**src/rtl/lsu_mem_ctrl_if.sv**
```systemverilog
// CPU-side request/response and memory-side beat signals of the load/store controller.
// The controller takes the slave view; the CPU/memory environment takes the master view.
interface lsu_mem_ctrl_if;
   logic        req_valid;
   logic        req_ready;
   logic        req_we;
   logic [2:0]  req_funct3;
   logic [31:0] req_addr;
   logic [31:0] req_wdata;
   logic        resp_valid;
   logic [31:0] resp_data;
   logic        resp_fault;
   logic        busy;
   logic        mem_req;
   logic        mem_we;
   logic [31:0] mem_addr;
   logic [3:0]  mem_be;
   logic [31:0] mem_wdata;
   logic        mem_ack;
   logic [31:0] mem_rdata;

   modport slave (
      input  req_valid, req_we, req_funct3, req_addr, req_wdata, mem_ack, mem_rdata,
      output req_ready, resp_valid, resp_data, resp_fault, busy,
             mem_req, mem_we, mem_addr, mem_be, mem_wdata
   );

   modport master (
      output req_valid, req_we, req_funct3, req_addr, req_wdata, mem_ack, mem_rdata,
      input  req_ready, resp_valid, resp_data, resp_fault, busy,
             mem_req, mem_we, mem_addr, mem_be, mem_wdata
   );
endinterface

```
**src/rtl/lsu_mem_ctrl.sv**
```systemverilog
// Load/store sequencer: splits misaligned accesses into two aligned word beats,
// places store lanes, assembles/extends load data and times out stalled beats.
module lsu_mem_ctrl #(
   parameter int unsigned WAIT_LIMIT = 255
) (
   input  logic          clk,
   input  logic          reset,
   lsu_mem_ctrl_if.slave bus
);
   localparam int CW = $clog2(WAIT_LIMIT + 1);

   localparam logic [1:0] S_IDLE  = 2'd0;
   localparam logic [1:0] S_BEAT0 = 2'd1;
   localparam logic [1:0] S_BEAT1 = 2'd2;
   localparam logic [1:0] S_RESP  = 2'd3;

   logic [1:0]    state_q, state_d;
   logic          we_q, we_d;
   logic [2:0]    f3_q, f3_d;
   logic [1:0]    off_q, off_d;
   logic          split_q, split_d;
   logic [31:0]   lo_q, lo_d;
   logic [3:0]    be_hi_q, be_hi_d;
   logic [31:0]   wd_hi_q, wd_hi_d;
   logic [CW-1:0] cnt_q, cnt_d;
   logic          mem_req_q, mem_req_d;
   logic          mem_we_q, mem_we_d;
   logic [31:0]   mem_addr_q, mem_addr_d;
   logic [3:0]    mem_be_q, mem_be_d;
   logic [31:0]   mem_wdata_q, mem_wdata_d;
   logic          resp_valid_q, resp_valid_d;
   logic [31:0]   resp_data_q, resp_data_d;
   logic          resp_fault_q, resp_fault_d;

   // Incoming request decode: size class, split decision and lane placement
   logic [1:0]  off_in;
   logic [3:0]  mask_base;
   logic [7:0]  mask8;
   logic [63:0] data64;
   logic        split_in, illegal_in;

   always_comb begin
      off_in     = bus.req_addr[1:0];
      mask_base  = 4'b0001;
      split_in   = 1'b0;
      case (bus.req_funct3)
         3'b001, 3'b100: begin
            mask_base = 4'b0011;
            split_in  = (off_in == 2'b11);
         end
         3'b010: begin
            mask_base = 4'b1111;
            split_in  = (off_in != 2'b00);
         end
         default: ;
      endcase
      illegal_in = bus.req_we ? (bus.req_funct3 > 3'd2) : (bus.req_funct3 > 3'd4);
      mask8      = {4'b0000, mask_base} << off_in;
      data64     = {32'b0, bus.req_wdata} << {off_in, 3'b000};
   end

   // Load assembly: {hi, lo} shifted right by the byte offset, then extended
   logic [63:0] asm64;
   logic [31:0] sh32, ext;

   always_comb begin
      asm64 = (state_q == S_BEAT1) ? {bus.mem_rdata, lo_q} : {32'b0, bus.mem_rdata};
      sh32  = asm64[{off_q, 3'b000} +: 32];
      case (f3_q)
         3'b000:  ext = {{24{sh32[7]}}, sh32[7:0]};
         3'b001:  ext = {{16{sh32[15]}}, sh32[15:0]};
         3'b011:  ext = {24'b0, sh32[7:0]};
         3'b100:  ext = {16'b0, sh32[15:0]};
         default: ext = sh32;
      endcase
   end

   always_comb begin
      state_d      = state_q;
      we_d         = we_q;
      f3_d         = f3_q;
      off_d        = off_q;
      split_d      = split_q;
      lo_d         = lo_q;
      be_hi_d      = be_hi_q;
      wd_hi_d      = wd_hi_q;
      cnt_d        = cnt_q;
      mem_req_d    = mem_req_q;
      mem_we_d     = mem_we_q;
      mem_addr_d   = mem_addr_q;
      mem_be_d     = mem_be_q;
      mem_wdata_d  = mem_wdata_q;
      resp_valid_d = 1'b0;
      resp_data_d  = 32'b0;
      resp_fault_d = 1'b0;

      case (state_q)
         S_IDLE: begin
            if (bus.req_valid) begin
               we_d    = bus.req_we;
               f3_d    = bus.req_funct3;
               off_d   = off_in;
               split_d = split_in;
               if (illegal_in) begin
                  state_d      = S_RESP;
                  resp_valid_d = 1'b1;
                  resp_fault_d = 1'b1;
               end else begin
                  state_d     = S_BEAT0;
                  cnt_d       = '0;
                  mem_req_d   = 1'b1;
                  mem_we_d    = bus.req_we;
                  mem_addr_d  = {bus.req_addr[31:2], 2'b00};
                  mem_be_d    = bus.req_we ? mask8[3:0] : 4'hF;
                  mem_wdata_d = bus.req_we ? data64[31:0] : 32'b0;
                  be_hi_d     = mask8[7:4];
                  wd_hi_d     = data64[63:32];
               end
            end
         end
         S_BEAT0, S_BEAT1: begin
            if (bus.mem_ack) begin
               cnt_d = '0;
               if (state_q == S_BEAT0) lo_d = bus.mem_rdata;
               if (state_q == S_BEAT0 && split_q) begin
                  // Second beat follows back-to-back with mem_req held high
                  state_d     = S_BEAT1;
                  mem_addr_d  = mem_addr_q + 32'd4;
                  mem_be_d    = we_q ? be_hi_q : 4'hF;
                  mem_wdata_d = we_q ? wd_hi_q : 32'b0;
               end else begin
                  state_d      = S_RESP;
                  mem_req_d    = 1'b0;
                  mem_we_d     = 1'b0;
                  mem_addr_d   = 32'b0;
                  mem_be_d     = 4'b0;
                  mem_wdata_d  = 32'b0;
                  resp_valid_d = 1'b1;
                  resp_data_d  = we_q ? 32'b0 : ext;
               end
            end else if (cnt_q == CW'(WAIT_LIMIT - 1)) begin
               state_d      = S_RESP;
               mem_req_d    = 1'b0;
               mem_we_d     = 1'b0;
               mem_addr_d   = 32'b0;
               mem_be_d     = 4'b0;
               mem_wdata_d  = 32'b0;
               resp_valid_d = 1'b1;
               resp_fault_d = 1'b1;
            end else begin
               cnt_d = cnt_q + 1'b1;
            end
         end
         default: state_d = S_IDLE;
      endcase
   end

   always_ff @(posedge clk) begin
      if (reset) begin
         state_q      <= S_IDLE;
         we_q         <= 1'b0;
         f3_q         <= 3'b0;
         off_q        <= 2'b0;
         split_q      <= 1'b0;
         lo_q         <= 32'b0;
         be_hi_q      <= 4'b0;
         wd_hi_q      <= 32'b0;
         cnt_q        <= '0;
         mem_req_q    <= 1'b0;
         mem_we_q     <= 1'b0;
         mem_addr_q   <= 32'b0;
         mem_be_q     <= 4'b0;
         mem_wdata_q  <= 32'b0;
         resp_valid_q <= 1'b0;
         resp_data_q  <= 32'b0;
         resp_fault_q <= 1'b0;
      end else begin
         state_q      <= state_d;
         we_q         <= we_d;
         f3_q         <= f3_d;
         off_q        <= off_d;
         split_q      <= split_d;
         lo_q         <= lo_d;
         be_hi_q      <= be_hi_d;
         wd_hi_q      <= wd_hi_d;
         cnt_q        <= cnt_d;
         mem_req_q    <= mem_req_d;
         mem_we_q     <= mem_we_d;
         mem_addr_q   <= mem_addr_d;
         mem_be_q     <= mem_be_d;
         mem_wdata_q  <= mem_wdata_d;
         resp_valid_q <= resp_valid_d;
         resp_data_q  <= resp_data_d;
         resp_fault_q <= resp_fault_d;
      end
   end

   assign bus.req_ready  = (state_q == S_IDLE) && !reset;
   assign bus.busy       = (state_q != S_IDLE);
   assign bus.mem_req    = mem_req_q;
   assign bus.mem_we     = mem_we_q;
   assign bus.mem_addr   = mem_addr_q;
   assign bus.mem_be     = mem_be_q;
   assign bus.mem_wdata  = mem_wdata_q;
   assign bus.resp_valid = resp_valid_q;
   assign bus.resp_data  = resp_data_q;
   assign bus.resp_fault = resp_fault_q;
endmodule

```
**src/flat_wrapper.sv**
```systemverilog
// flat-port wrapper written by rule: the top's interface ports become plain ports
module lsu_mem_ctrl_flat 
#(
   parameter int unsigned WAIT_LIMIT = 255
)
  (clk, reset, bus_req_valid, bus_req_we, bus_req_funct3, bus_req_addr, bus_req_wdata, bus_mem_ack, bus_mem_rdata, bus_req_ready, bus_resp_valid, bus_resp_data, bus_resp_fault, bus_busy, bus_mem_req, bus_mem_we, bus_mem_addr, bus_mem_be, bus_mem_wdata);
  lsu_mem_ctrl_if bus_i ();
  input  logic clk;
  input  logic reset;
  input wire logic [$bits(bus_i.req_valid)-1:0] bus_req_valid;
  input wire logic [$bits(bus_i.req_we)-1:0] bus_req_we;
  input wire logic [$bits(bus_i.req_funct3)-1:0] bus_req_funct3;
  input wire logic [$bits(bus_i.req_addr)-1:0] bus_req_addr;
  input wire logic [$bits(bus_i.req_wdata)-1:0] bus_req_wdata;
  input wire logic [$bits(bus_i.mem_ack)-1:0] bus_mem_ack;
  input wire logic [$bits(bus_i.mem_rdata)-1:0] bus_mem_rdata;
  output wire logic [$bits(bus_i.req_ready)-1:0] bus_req_ready;
  output wire logic [$bits(bus_i.resp_valid)-1:0] bus_resp_valid;
  output wire logic [$bits(bus_i.resp_data)-1:0] bus_resp_data;
  output wire logic [$bits(bus_i.resp_fault)-1:0] bus_resp_fault;
  output wire logic [$bits(bus_i.busy)-1:0] bus_busy;
  output wire logic [$bits(bus_i.mem_req)-1:0] bus_mem_req;
  output wire logic [$bits(bus_i.mem_we)-1:0] bus_mem_we;
  output wire logic [$bits(bus_i.mem_addr)-1:0] bus_mem_addr;
  output wire logic [$bits(bus_i.mem_be)-1:0] bus_mem_be;
  output wire logic [$bits(bus_i.mem_wdata)-1:0] bus_mem_wdata;
  assign bus_i.req_valid = bus_req_valid;
  assign bus_i.req_we = bus_req_we;
  assign bus_i.req_funct3 = bus_req_funct3;
  assign bus_i.req_addr = bus_req_addr;
  assign bus_i.req_wdata = bus_req_wdata;
  assign bus_i.mem_ack = bus_mem_ack;
  assign bus_i.mem_rdata = bus_mem_rdata;
  assign bus_req_ready = bus_i.req_ready;
  assign bus_resp_valid = bus_i.resp_valid;
  assign bus_resp_data = bus_i.resp_data;
  assign bus_resp_fault = bus_i.resp_fault;
  assign bus_busy = bus_i.busy;
  assign bus_mem_req = bus_i.mem_req;
  assign bus_mem_we = bus_i.mem_we;
  assign bus_mem_addr = bus_i.mem_addr;
  assign bus_mem_be = bus_i.mem_be;
  assign bus_mem_wdata = bus_i.mem_wdata;
  lsu_mem_ctrl #(.WAIT_LIMIT(WAIT_LIMIT)) u_core (.clk(clk), .reset(reset), .bus(bus_i));
endmodule
```
**config.mk**
```make
export PLATFORM = sky130hd
export DESIGN_NAME = lsu_mem_ctrl_flat
export DESIGN_NICKNAME = d
export VERILOG_FILES = /design/src/rtl/lsu_mem_ctrl_if.sv /design/src/rtl/lsu_mem_ctrl.sv /design/src/flat_wrapper.sv
export SDC_FILE = /design/constraint.sdc
export NUM_CORES = 1
export LEC_CHECK = 0
export BUFFER_PORTS_ARGS = -buffer_cell sky130_fd_sc_hd__buf_2
export CAP_MARGIN = 20
export CORE_ASPECT_RATIO = 0.75
export CORE_MARGIN = 3
export CORE_UTILIZATION = 40
export DETAILED_ROUTE_END_ITERATION = 7
export GPL_ROUTABILITY_DRIVEN = 0
export RECOVER_POWER = 25
export SYNTH_ARGS = -nofsm -noshare
export SYNTH_HDL_FRONTEND = slang
export SYNTH_SLANG_ARGS = --single-unit
```
**constraint.sdc**
```tcl
create_clock -name clk -period 6.3 [get_ports clk]
set_input_delay 0.63 -clock clk [delete_from_list [all_inputs] [get_ports clk]]
set_output_delay 0.63 -clock clk [all_outputs]
set_load 0.005 [all_outputs]
```
==> results of run 1 <==
[per-stage QoR]
| step | hold slack, ps | utilization (%) | instances |
|---|---|---|---|
| 6_report | 446 | 48.5 | 1644 |
| 5_1_grt | 449 | 48.5 | 1644 |
| 4_1_cts | 436 | 48.5 | 1639 |
| 3_5_place_dp | 444 | 45.9 | 1607 |
| 3_3_place_gp | 438 | 45.9 | 1607 |
| 2_1_floorplan | 428 | - | 1190 |
[sequential cells by signal (all words and copies together) (netlist names), 2 cells and up]
signal and flops:
u_core.bus.mem_addr 30, u_core.wd_hi_q 24, u_core.off_q 2, u_core.lo_q 32, u_core.be_hi_q 3, u_core.bus.mem_wdata 32
u_core.state_q 2, u_core.f3_q 3, u_core.bus.resp_data 32, u_core.bus.mem_be 4, u_core.cnt_q 8
[power breakdown]
| part | total, mW | switching [mW] | internal (mW) |
|---|---|---|---|
| clock network | 1.11 | 0.498 | 0.608 |
| registers | 1.56 | 0.203 | 1.36 |
| logic | 1.71 | 1.05 | 0.658 |
| total | 4.37 | 1.75 | 2.62 |
[worst max-delay path, cell delays in order (launching register included)]
cell and delay (ps):
sky130_fd_sc_hd__dfxtp_1 380, sky130_fd_sc_hd__inv_1 100, sky130_fd_sc_hd__ha_1 280, sky130_fd_sc_hd__buf_4 280, sky130_fd_sc_hd__inv_1 460, sky130_fd_sc_hd__nor2_1 420, sky130_fd_sc_hd__o21a_2 820, sky130_fd_sc_hd__buf_4 360
sky130_fd_sc_hd__nor2_1 60, sky130_fd_sc_hd__a211oi_1 190
[cell type report]
class | count | area (µm²)
diodes | 3 | 7.51
clock buffers | 18 | 439
clock inverters | 14 | 171
fillers | 2315 | 12000
inverters | 24 | 90.1
multi-input cells | 883 | 5450
flip-flops and latches | 178 | 3560
well taps | 300 | 375
repair buffers | 224 | 1130
[cell usage in the layout (no fill, tap or decap), types with 6 or more instances in the layout]
cell type | synthesis | routed
sky130_fd_sc_hd__a311oi_1 | 6 | 6
sky130_fd_sc_hd__inv_1 | 23 | 23
sky130_fd_sc_hd__a31oi_1 | 10 | 10
sky130_fd_sc_hd__buf_4 | 3 | 16
sky130_fd_sc_hd__nor2_1 | 108 | 108
sky130_fd_sc_hd__nand3_1 | 44 | 44
sky130_fd_sc_hd__nand2_1 | 148 | 148
sky130_fd_sc_hd__a21oi_1 | 126 | 126
sky130_fd_sc_hd__or3_1 | 6 | 6
sky130_fd_sc_hd__a221oi_1 | 29 | 29
sky130_fd_sc_hd__nor3_1 | 46 | 46
sky130_fd_sc_hd__mux2_2 | 19 | 19
sky130_fd_sc_hd__o211ai_1 | 9 | 9
sky130_fd_sc_hd__mux4_2 | 16 | 16
sky130_fd_sc_hd__nand2b_1 | 6 | 6
sky130_fd_sc_hd__nor4_1 | 14 | 14
sky130_fd_sc_hd__o21a_1 | 12 | 11
sky130_fd_sc_hd__o211a_1 | 8 | 8
sky130_fd_sc_hd__a21o_1 | 7 | 7
sky130_fd_sc_hd__ha_1 | 8 | 8
sky130_fd_sc_hd__dfxtp_1 | 178 | 177
sky130_fd_sc_hd__o21ai_2 | 10 | 10
sky130_fd_sc_hd__o21ai_0 | 68 | 68
sky130_fd_sc_hd__and4_1 | 6 | 6
sky130_fd_sc_hd__a211oi_1 | 19 | 18
sky130_fd_sc_hd__o32ai_1 | 8 | 8
sky130_fd_sc_hd__mux2i_1 | 37 | 37
sky130_fd_sc_hd__and3_1 | 13 | 13
sky130_fd_sc_hd__buf_2 | 13 | 172
sky130_fd_sc_hd__nand4_1 | 8 | 8
sky130_fd_sc_hd__nor2b_1 | 31 | 31
sky130_fd_sc_hd__o22a_1 | 8 | 8
sky130_fd_sc_hd__clkbuf_1 | 75 | 34
sky130_fd_sc_hd__clkbuf_16 | 0 | 17
[worst min path at each step]
stage	from	end	depth (start not counted)
after floorplan	u_core.be_hi_q[2]	u_core.be_hi_q[2]	2
after global placement	u_core.wd_hi_q[18]	u_core.wd_hi_q[18]	2
after detailed placement	u_core.wd_hi_q[23]	u_core.wd_hi_q[23]	2
after CTS	bus_mem_rdata[29]	u_core.lo_q[29]	3
after global routing	bus_mem_rdata[30]	u_core.lo_q[30]	3
final	bus_mem_rdata[30]	u_core.lo_q[30]	3
[kinds of logic after synthesis]
logic type	share of synthesized area (%)
AOI/OAI and AO/OA	22.7
xor gates and xnor gates	0.368
adders and majority gates	1.05
buffers and inverters	5.54
DFF	37.5
muxes	9.93
other	0.0394
and+or+nand+nor	22.9
[per-layer routing]
metal,track usage [%],vias to the layer above,share of wire (%)
met5,0,-,0
met4,5.73,0,1.5
met3,4.96,33,8.4
met2,32.1,430,41
met1,36.5,4477,49
li1,-,4577,-
==> out/metrics.csv, run 1 <==
metric;value;unit
status;finished clean;
finalInstanceArea;11200;µm²
layout_cells_sized_above_1;20.7;%
htree_levels;4;
total_power;4.37;mW
tritoncts_clock_tree;done;
unrepaired_setup_endpoints_after_global_routing;no;
yosys.cell_types.count;63;
asyncSetResetFlopFracSynth;0;%
ant_nets;0;
setup_tns;0;ps
die_w;184;µm
timing.rr.start;u_core.state_q[0];
max_cap_viol_count;0;
clk_pin_slew;80;ps
placement.cell_area;10600;µm²
pre_cts_slack;2540;ps
capture_point_of_the_worst_reg_to_reg_path;u_core.bus.mem_addr[2];
synth_cells;1189;
final_hold_violations;0;
count_of_tritonroute_iterations_in_the_first_routing_pass;5;
cts.path.max_buffers;2;
via_count;9517;
totalWireLength;30800;µm
start_util;41.0;%
clk_latency;440;ps
postcts_setup_bufs;0;
hold_class;in2reg;
yosysMostFrequentCell;sky130_fd_sc_hd__dfxtp_1;
synth-edff-count;0;
setup_viol;0;
fin_nets;1440;
grt-ovfl-total;0;
worstSetupStartpointType;flip-flop;
hpwl;21300;µm
critPathKind;reg2reg;
yosysWarningCount;0;
avgSynthCellArea;8.00;µm²
drtIter0Drc;1024;
max_slew.worst_pin.slew;1100;ps
synthToLayoutAreaGrowth;18.1;%
standard_cell_row_count;48;
cp_data_required_time;6660;ps
die-area;25700;µm²
grt_antenna_before_repair;3;
global_route.usage.total;23.3;%
synth_flop_cell;sky130_fd_sc_hd__dfxtp_1;
critPathCaptureType;flip-flop;
clock_skew;18.5;ps
cp-startpoint;u_core.state_q[0];
placement.io_buffers;207;
clock-root-buffer;sky130_fd_sc_hd__clkbuf_16;
grt_max_degree;76;
design.core.area;23200;µm²
synthDominantAreaCellType;sky130_fd_sc_hd__dfxtp_1;
period_utilization_post_route;55.0;%
chipHeight;140;µm
peakVddDrop;0.228;mV
ys_top_cells_by_count;sky130_fd_sc_hd__dfxtp_1, sky130_fd_sc_hd__nand2_1, sky130_fd_sc_hd__a21oi_1;
critical_path.max_fanout;43;
cts-resized-gates;0;
grt_first_pass_wirelength;48100;µm
cts_inserted_buffers;17;
fmax;289;MHz
synth.cell_area;9510;µm²
cp_data_arrival_time;3820;ps
finalWorstPathRequiredPeriod;3460;ps
power-per-cell-area;389;nW/µm²
ctsHoldBuffers;0;
finalWorstSetupSlack;2840;ps
grt_pass1_vias;8446;
remaining_drc_errors;0;
largest_cells_by_area_after_synthesis;sky130_fd_sc_hd__dfxtp_1, sky130_fd_sc_hd__a21oi_1, sky130_fd_sc_hd__nand2_1;
timing.final.max_slew_violations;0;
post_drt_wl_per_cell;18.7;µm
regToRegSetupSlack;2840;ps
setup.worst_path.end;u_core.bus.mem_addr[2];
yosysTopAreaCellShare;37.5;%
io_pins;210;
tritoncts_num_sinks;178;
p_leak;4.28;nW
yosysSeqAreaShare;37.5;%
max_slew_margin;26.4;%
synthesized_flop_and_latch_total;178;
ff2ff_path_depth;9;
route.detailed.vias_per_inst;5.79;
Note: power is estimated with default switching activity, not from simulation.
==> run 2: changes to the inputs <==
Settings changed: ABC_AREA set to 1.
Clock period 6.3 ns to 3.5 ns, I/O delays scaled along.
==> out/metrics.csv, run 2 <==
metric;value;unit;change
worstSetupStartpointType;flip-flop;;unchanged
via_count;11000;;was 9517
power-per-cell-area;733;nW/µm²;was 389 nW/µm²
yosysWarningCount;0;;unchanged
combined_area_of_the_multi_input_logic_cells;5530;µm²;was 5450 µm²
status;finished clean;;unchanged
clk_pin_slew;80;ps;about the same
max_cap_viol_count;0;;unchanged
route.detailed.vias_per_inst;5.27;;was 5.79
die_w;190;µm;was 184 µm
die-area;27400;µm²;was 25700 µm²
synthDominantAreaCellType;sky130_fd_sc_hd__dfxtp_1;;unchanged
synthesized_flop_and_latch_total;178;;unchanged
max_slew.worst_pin.slew;1080;ps;was 1100 ps
cts_inserted_buffers;17;;unchanged
timing.final.max_slew_violations;0;;unchanged
layout_common_cells;sky130_fd_sc_hd__nand2_1, sky130_fd_sc_hd__nor2_1, sky130_fd_sc_hd__dfxtp_1;;was sky130_fd_sc_hd__dfxtp_1, sky130_fd_sc_hd__buf_2, sky130_fd_sc_hd__nand2_1
p_leak;5.26;nW;was 4.28 nW
met1_usage;36.8;%;was 36.5%
timing.rr.start;u_core.state_q[0];;unchanged
synthToLayoutAreaGrowth;16.0;%;was 18.1%
grt_met3_use;5.72;%;was 4.96%
gr_met2_demand_resource;35.1;%;was 32.1%
setup_viol;0;;unchanged
clock_skew;19.1;ps;was 18.5 ps
layout.cells.most_common;sky130_fd_sc_hd__nand2_1;;was sky130_fd_sc_hd__dfxtp_1
tritoncts_clock_tree;done;;unchanged
grt_first_pass_wirelength;53300;µm;was 48100 µm
period_utilization_post_route;75.8;%;was 55.0%
filler_cell_count;2622;;was 2315
count_of_tritonroute_iterations_in_the_first_routing_pass;6;;was 5
pre_cts_slack;863;ps;was 2540 ps
remaining_drc_errors;0;;unchanged
post_drt_wl_per_cell;16.2;µm;was 18.7 µm
critPathCaptureType;flip-flop;;unchanged
design.core.area;24500;µm²;was 23200 µm²
worst_path_largest_cell_delay;480;ps;was 820 ps
cts.path.max_buffers;2;;unchanged
yosysMostFrequentCell;sky130_fd_sc_hd__nand2_1;;was sky130_fd_sc_hd__dfxtp_1
critical_path.max_fanout;44;;was 43
hpwl;24500;µm;was 21300 µm
fin_nets;1860;;was 1440
global_route.usage.total;24.2;%;was 23.3%
synth.cell_area;10200;µm²;was 9510 µm²
total_power;8.66;mW;was 4.37 mW
crit_chain;inv_1, ha_1, buf_4, inv_2, nor2_1, nand2_2, nand2_4, nor2_8, buf_4, o21ai_0, nor2_1;;was inv_1, ha_1, buf_4, inv_1, nor2_1, o21a_2, buf_4, nor2_1, a211oi_1
grt_pass1_vias;9816;;was 8446
ant_nets;0;;unchanged
ctsHoldBuffers;0;;unchanged
ys_top_cells_by_count;sky130_fd_sc_hd__nand2_1, sky130_fd_sc_hd__nor2_1, sky130_fd_sc_hd__dfxtp_1;;was sky130_fd_sc_hd__dfxtp_1, sky130_fd_sc_hd__nand2_1, sky130_fd_sc_hd__a21oi_1
cp_data_arrival_time;3050;ps;was 3820 ps
clk_latency;450;ps;was 440 ps
finalWorstPathRequiredPeriod;2650;ps;was 3460 ps
synth-edff-count;0;;unchanged
min-delay-start;bus_req_addr[15];;was bus_mem_rdata[30]
tritoncts_num_sinks;178;;unchanged
finalWorstSetupSlack;846;ps;was 2840 ps
grt_max_degree;53;;was 76
fmax;377;MHz;was 289 MHz
yosysTopAreaCellShare;35.0;%;was 37.5%
yosys.cell_types.count;41;;was 63
synth_cells;1597;;was 1189
asyncSetResetFlopFracSynth;0;%;unchanged
totalWireLength;33900;µm;was 30800 µm
cp-startpoint;u_core.state_q[0];;unchanged
critical-path-slowest-cell;sky130_fd_sc_hd__nor2_8;;was sky130_fd_sc_hd__o21a_2
critPathKind;reg2reg;;unchanged
layout_cells_sized_above_1;14.5;%;was 20.7%
start_util;41.6;%;was 41.0%
grt_most_used_layer;met1;;unchanged
standard_cell_row_count;49;;was 48
avgSynthCellArea;6.37;µm²;was 8.00 µm²
cp_data_required_time;3890;ps;was 6660 ps
synth_flop_cell;sky130_fd_sc_hd__dfxtp_1;;unchanged
largest_cells_by_area_after_synthesis;sky130_fd_sc_hd__dfxtp_1, sky130_fd_sc_hd__nand2_1, sky130_fd_sc_hd__nand3_1;;was sky130_fd_sc_hd__dfxtp_1, sky130_fd_sc_hd__a21oi_1, sky130_fd_sc_hd__nand2_1
cts-resized-gates;0;;unchanged
seqCellArea;3560;µm²;about the same
yosysSeqAreaShare;35.0;%;was 37.5%
hold_class;in2reg;;unchanged
fin_util;48.2;%;was 48.5%
peakVddDrop;0.409;mV;was 0.228 mV
final_hold_violations;0;;unchanged
io_pins;210;;unchanged
clock-root-buffer;sky130_fd_sc_hd__clkbuf_16;;unchanged
placement.io_buffers;207;;unchanged
grt-ovfl-total;0;;unchanged
unrepaired_setup_endpoints_after_global_routing;no;;unchanged
setup_tns;0;ps;unchanged
chipHeight;144;µm;was 140 µm
postcts_setup_bufs;0;;unchanged
drtIter0Drc;1029;;was 1024
htree_levels;4;;unchanged
max_slew_margin;27.7;%;was 26.4%
grt_antenna_before_repair;1;;was 3
fin_hold_ws;171;ps;was 446 ps
-- run 2: worst paths after layout --
path,cells after the start,to,slack [ps]
max,11,u_core.bus.mem_wdata[19],850
min,3,u_core.bus.mem_addr[15],170
max reg2reg,11,u_core.bus.mem_wdata[19],850
min reg2reg,2,u_core.wd_hi_q[22],460
-- run 2: area by class of cell --
class / instances / area share (%)
Antenna cell: 1 / 0.0212
Clock buffer: 20 / 3.95
Clock inverter: 12 / 0.816
Inverter: 154 / 4.90
Multi-Input combinational cell: 1171 / 46.9
Sequential cell: 178 / 30.2
Tap cell: 331 / 3.51
Timing Repair Buffer: 226 / 9.73
-- run 2: cells by family after synthesis --
group                      synth area share [%]
xor gates and xnor gates                  0.172
and+or+nand+nor                            32.9
adders and majority gates                 0.984
DFF                                        35.0
AOI/OAI and AO/OA                          19.2
other                                    0.0369
muxes                                     0.984
buffers and inverters                      10.6
-- run 2: per-stage QoR --
| step | instances | area, µm² |
|---|---|---|
| finish | 2093 | 11800 |
| global placement | 2060 | 11300 |
| CTS | 2092 | 11900 |
| global route | 2093 | 11800 |
| floorplan | 1598 | 10200 |
| detailed placement | 2060 | 11300 |
-- run 2: worst max-delay path, delay by kind of cell (launching register included) --
kind / cells / cell delay, ps
AND/OR/NAND/NOR: 5 / 870
buffers and inverters: 4 / 770
adder cells (fa/ha/maj): 1 / 430
flip-flops: 1 / 410
AO/OA/AOI/OAI: 1 / 90
-- run 2: power by group --
group          total, mW  internal, mW  switching, mW
clock network       1.87         0.980          0.894
logic               3.90          1.28           2.61
registers           2.89          2.50          0.385
-- run 2: per-layer routing --
| layer | part of all wire [%] | vias up |
|---|---|---|
| li1 | - | 5520 |
| met1 | 49 | 5076 |
| met2 | 42 | 418 |
| met3 | 8.4 | 19 |
| met4 | 0.58 | 0 |
| met5 | 0 | - |
==> run 3: changes to the inputs <==
Clock period 3.5 ns to 2.4 ns, I/O delays scaled along.
==> out/metrics.csv, run 3 (same netlist as run 2, synthesis figures left out) <==
metric;value;unit;change
grt_pass1_vias;9887;;was 9816
placement.io_buffers;207;;unchanged
filler_cell_count;2584;;was 2622
tritoncts_num_sinks;178;;unchanged
worstSetupStartpointType;flip-flop;;unchanged
grt_most_used_layer;met1;;unchanged
io_pins;210;;unchanged
synthToLayoutAreaGrowth;17.9;%;was 16.0%
critPathCaptureType;flip-flop;;unchanged
drtIter0Drc;915;;was 1029
start_util;41.6;%;unchanged
crit_chain;inv_1, ha_1, inv_2, nor2_1, nand2_2, nand2_4, inv_1, nand2_8, buf_12, nor2_1, nor2_1;;was inv_1, ha_1, buf_4, inv_2, nor2_1, nand2_2, nand2_4, nor2_8, buf_4, o21ai_0, nor2_1
capture_point_of_the_worst_reg_to_reg_path;u_core.bus.mem_wdata[14];;was u_core.bus.mem_wdata[19]
unrepaired_setup_endpoints_after_global_routing;no;;unchanged
cp-startpoint;u_core.state_q[1];;was u_core.state_q[0]
grt_first_pass_wirelength;53700;µm;was 53300 µm
path_delay_family;simple AND/OR/NAND/NOR gates;;unchanged
fin_nets;1874;;was 1860
grt_max_degree;60;;was 53
final_hold_violations;0;;unchanged
gr_met2_demand_resource;35.1;%;about the same
grt_antenna_before_repair;1;;unchanged
fmax;453;MHz;was 377 MHz
design.core.area;24500;µm²;unchanged
layout_common_cells;sky130_fd_sc_hd__nand2_1, sky130_fd_sc_hd__nor2_1, sky130_fd_sc_hd__dfxtp_1;;unchanged
critical-path-top-cell-by-count;sky130_fd_sc_hd__nor2_1;;
postcts_setup_bufs;0;;unchanged
critical_path_buf_inv_count;4;;unchanged
cts-resized-gates;0;;unchanged
power-per-cell-area;1090;nW/µm²;was 733 nW/µm²
grt-ovfl-total;0;;unchanged
critical_path.max_fanout;33;;was 44
finalWorstPathRequiredPeriod;2210;ps;was 2650 ps
worst_path_largest_cell_delay;410;ps;was 480 ps
timing.rr.start;u_core.state_q[1];;was u_core.state_q[0]
combined_area_of_the_multi_input_logic_cells;5540;µm²;was 5530 µm²
min-delay-start;bus_mem_rdata[24];;was bus_req_addr[15]
timing.final.max_slew_violations;0;;unchanged
clk_latency;450;ps;about the same
totalWireLength;34300;µm;was 33900 µm
min_delay_path_depth;3;;unchanged
ff2ff_path_depth;11;;unchanged
setup_tns;0;ps;unchanged
global_route.usage.total;24.5;%;was 24.2%
cp_data_required_time;2780;ps;was 3890 ps
die-area;27400;µm²;unchanged
ctsHoldBuffers;0;;unchanged
critical-path-slowest-cell;sky130_fd_sc_hd__dfxtp_1;;was sky130_fd_sc_hd__nor2_8
grt_met3_use;5.72;%;unchanged
max_slew.worst_pin.slew;617;ps;was 1080 ps
clock-root-buffer;sky130_fd_sc_hd__clkbuf_16;;unchanged
chipHeight;144;µm;unchanged
met1_usage;37.0;%;was 36.8%
cts.path.max_buffers;2;;unchanged
via_count;11100;;was 11000
standard_cell_row_count;49;;unchanged
peakVddDrop;0.628;mV;was 0.409 mV
setup_viol;0;;unchanged
critPathKind;reg2reg;;unchanged
post_drt_wl_per_cell;16.3;µm;was 16.2 µm
ant_nets;0;;unchanged
status;finished clean;;unchanged
hold_class;in2reg;;unchanged
tritoncts_clock_tree;done;;unchanged
remaining_drc_errors;0;;unchanged
max_slew_margin;58.8;%;was 27.7%
finalWorstSetupSlack;194;ps;was 846 ps
clock_skew;14.6;ps;was 19.1 ps
cp_data_arrival_time;2590;ps;was 3050 ps
max_cap_viol_count;0;;unchanged
route.detailed.vias_per_inst;5.26;;was 5.27
layout_cells_sized_above_1;15.3;%;was 14.5%
count_of_tritonroute_iterations_in_the_first_routing_pass;5;;was 6
seqCellArea;3560;µm²;unchanged
hold_path_end;u_core.lo_q[24];;was u_core.bus.mem_addr[15]
pre_cts_slack;148;ps;was 863 ps
die_w;190;µm;unchanged
cts_inserted_buffers;17;;unchanged
htree_levels;4;;unchanged
clk_pin_slew;70;ps;was 80 ps
layout.cells.most_common;sky130_fd_sc_hd__nand2_1;;unchanged
regToRegSetupSlack;190;ps;was 850 ps
p_leak;5.37;nW;was 5.26 nW
hpwl;24800;µm;was 24500 µm
period_utilization_post_route;91.9;%;was 75.8%
==> run 3: worst max-delay path by stage <==
stage                                to  slack, ps  depth (start not counted)
6_report       u_core.bus.mem_wdata[14]        190                         11
5_1_grt        u_core.bus.mem_wdata[14]         20                         11
4_1_cts        u_core.bus.mem_wdata[14]        120                         11
3_5_place_dp   u_core.bus.mem_wdata[14]        150                         11
3_3_place_gp          u_core.bus.mem_we        190                          8
2_1_floorplan   u_core.bus.mem_wdata[4]        600                         11
==> run 3: per-layer routing <==
metal	share of wire, %	vias to the layer above
met2	41	418
met1	50	5095
li1	-	5551
met3	8.8	26
met4	1.1	0
met5	0	-
==> run 3: where the power goes <==
group / internal (mW) / switching (mW)
clock: 1.60 / 1.32
sequential: 3.65 / 0.556
combinational: 2.03 / 3.91
total: 7.28 / 5.79
==> run 3: final cells by class <==
class | count | share of cell area (%)
inverters | 154 | 4.82
multi-input cells | 1171 | 46.2
clock inverters | 14 | 1.44
repair buffers | 240 | 10.7
diodes | 1 | 0.0209
flip-flops and latches | 178 | 29.7
well taps | 331 | 3.45
clock buffers | 18 | 3.66
==> run 3: worst reg2reg max path, stage by stage, from the launching register on <==
cell	delay, ps
sky130_fd_sc_hd__dfxtp_1	410
sky130_fd_sc_hd__inv_1	90
sky130_fd_sc_hd__ha_1	380
sky130_fd_sc_hd__inv_2	80
sky130_fd_sc_hd__nor2_1	230
sky130_fd_sc_hd__nand2_2	130
sky130_fd_sc_hd__nand2_4	110
sky130_fd_sc_hd__inv_1	110
sky130_fd_sc_hd__nand2_8	230
sky130_fd_sc_hd__buf_12	220
sky130_fd_sc_hd__nor2_1	50
sky130_fd_sc_hd__nor2_1	110
==> run 3: stage by stage <==
stage          hold WS, ps  std cells  utilization (%)  power (mW)  cell area [µm²]
4_1_cts               42.0       2106             49.2        13.1            12000
6_report              60.7       2107             49.0        13.1            12000
3_3_place_gp           441       2074             46.7        10.1            11400
2_1_floorplan          383       1598                -        8.20            10200
3_5_place_dp           446       2074             46.7        10.1            11400
5_1_grt               60.0       2107             49.0        14.0            12000
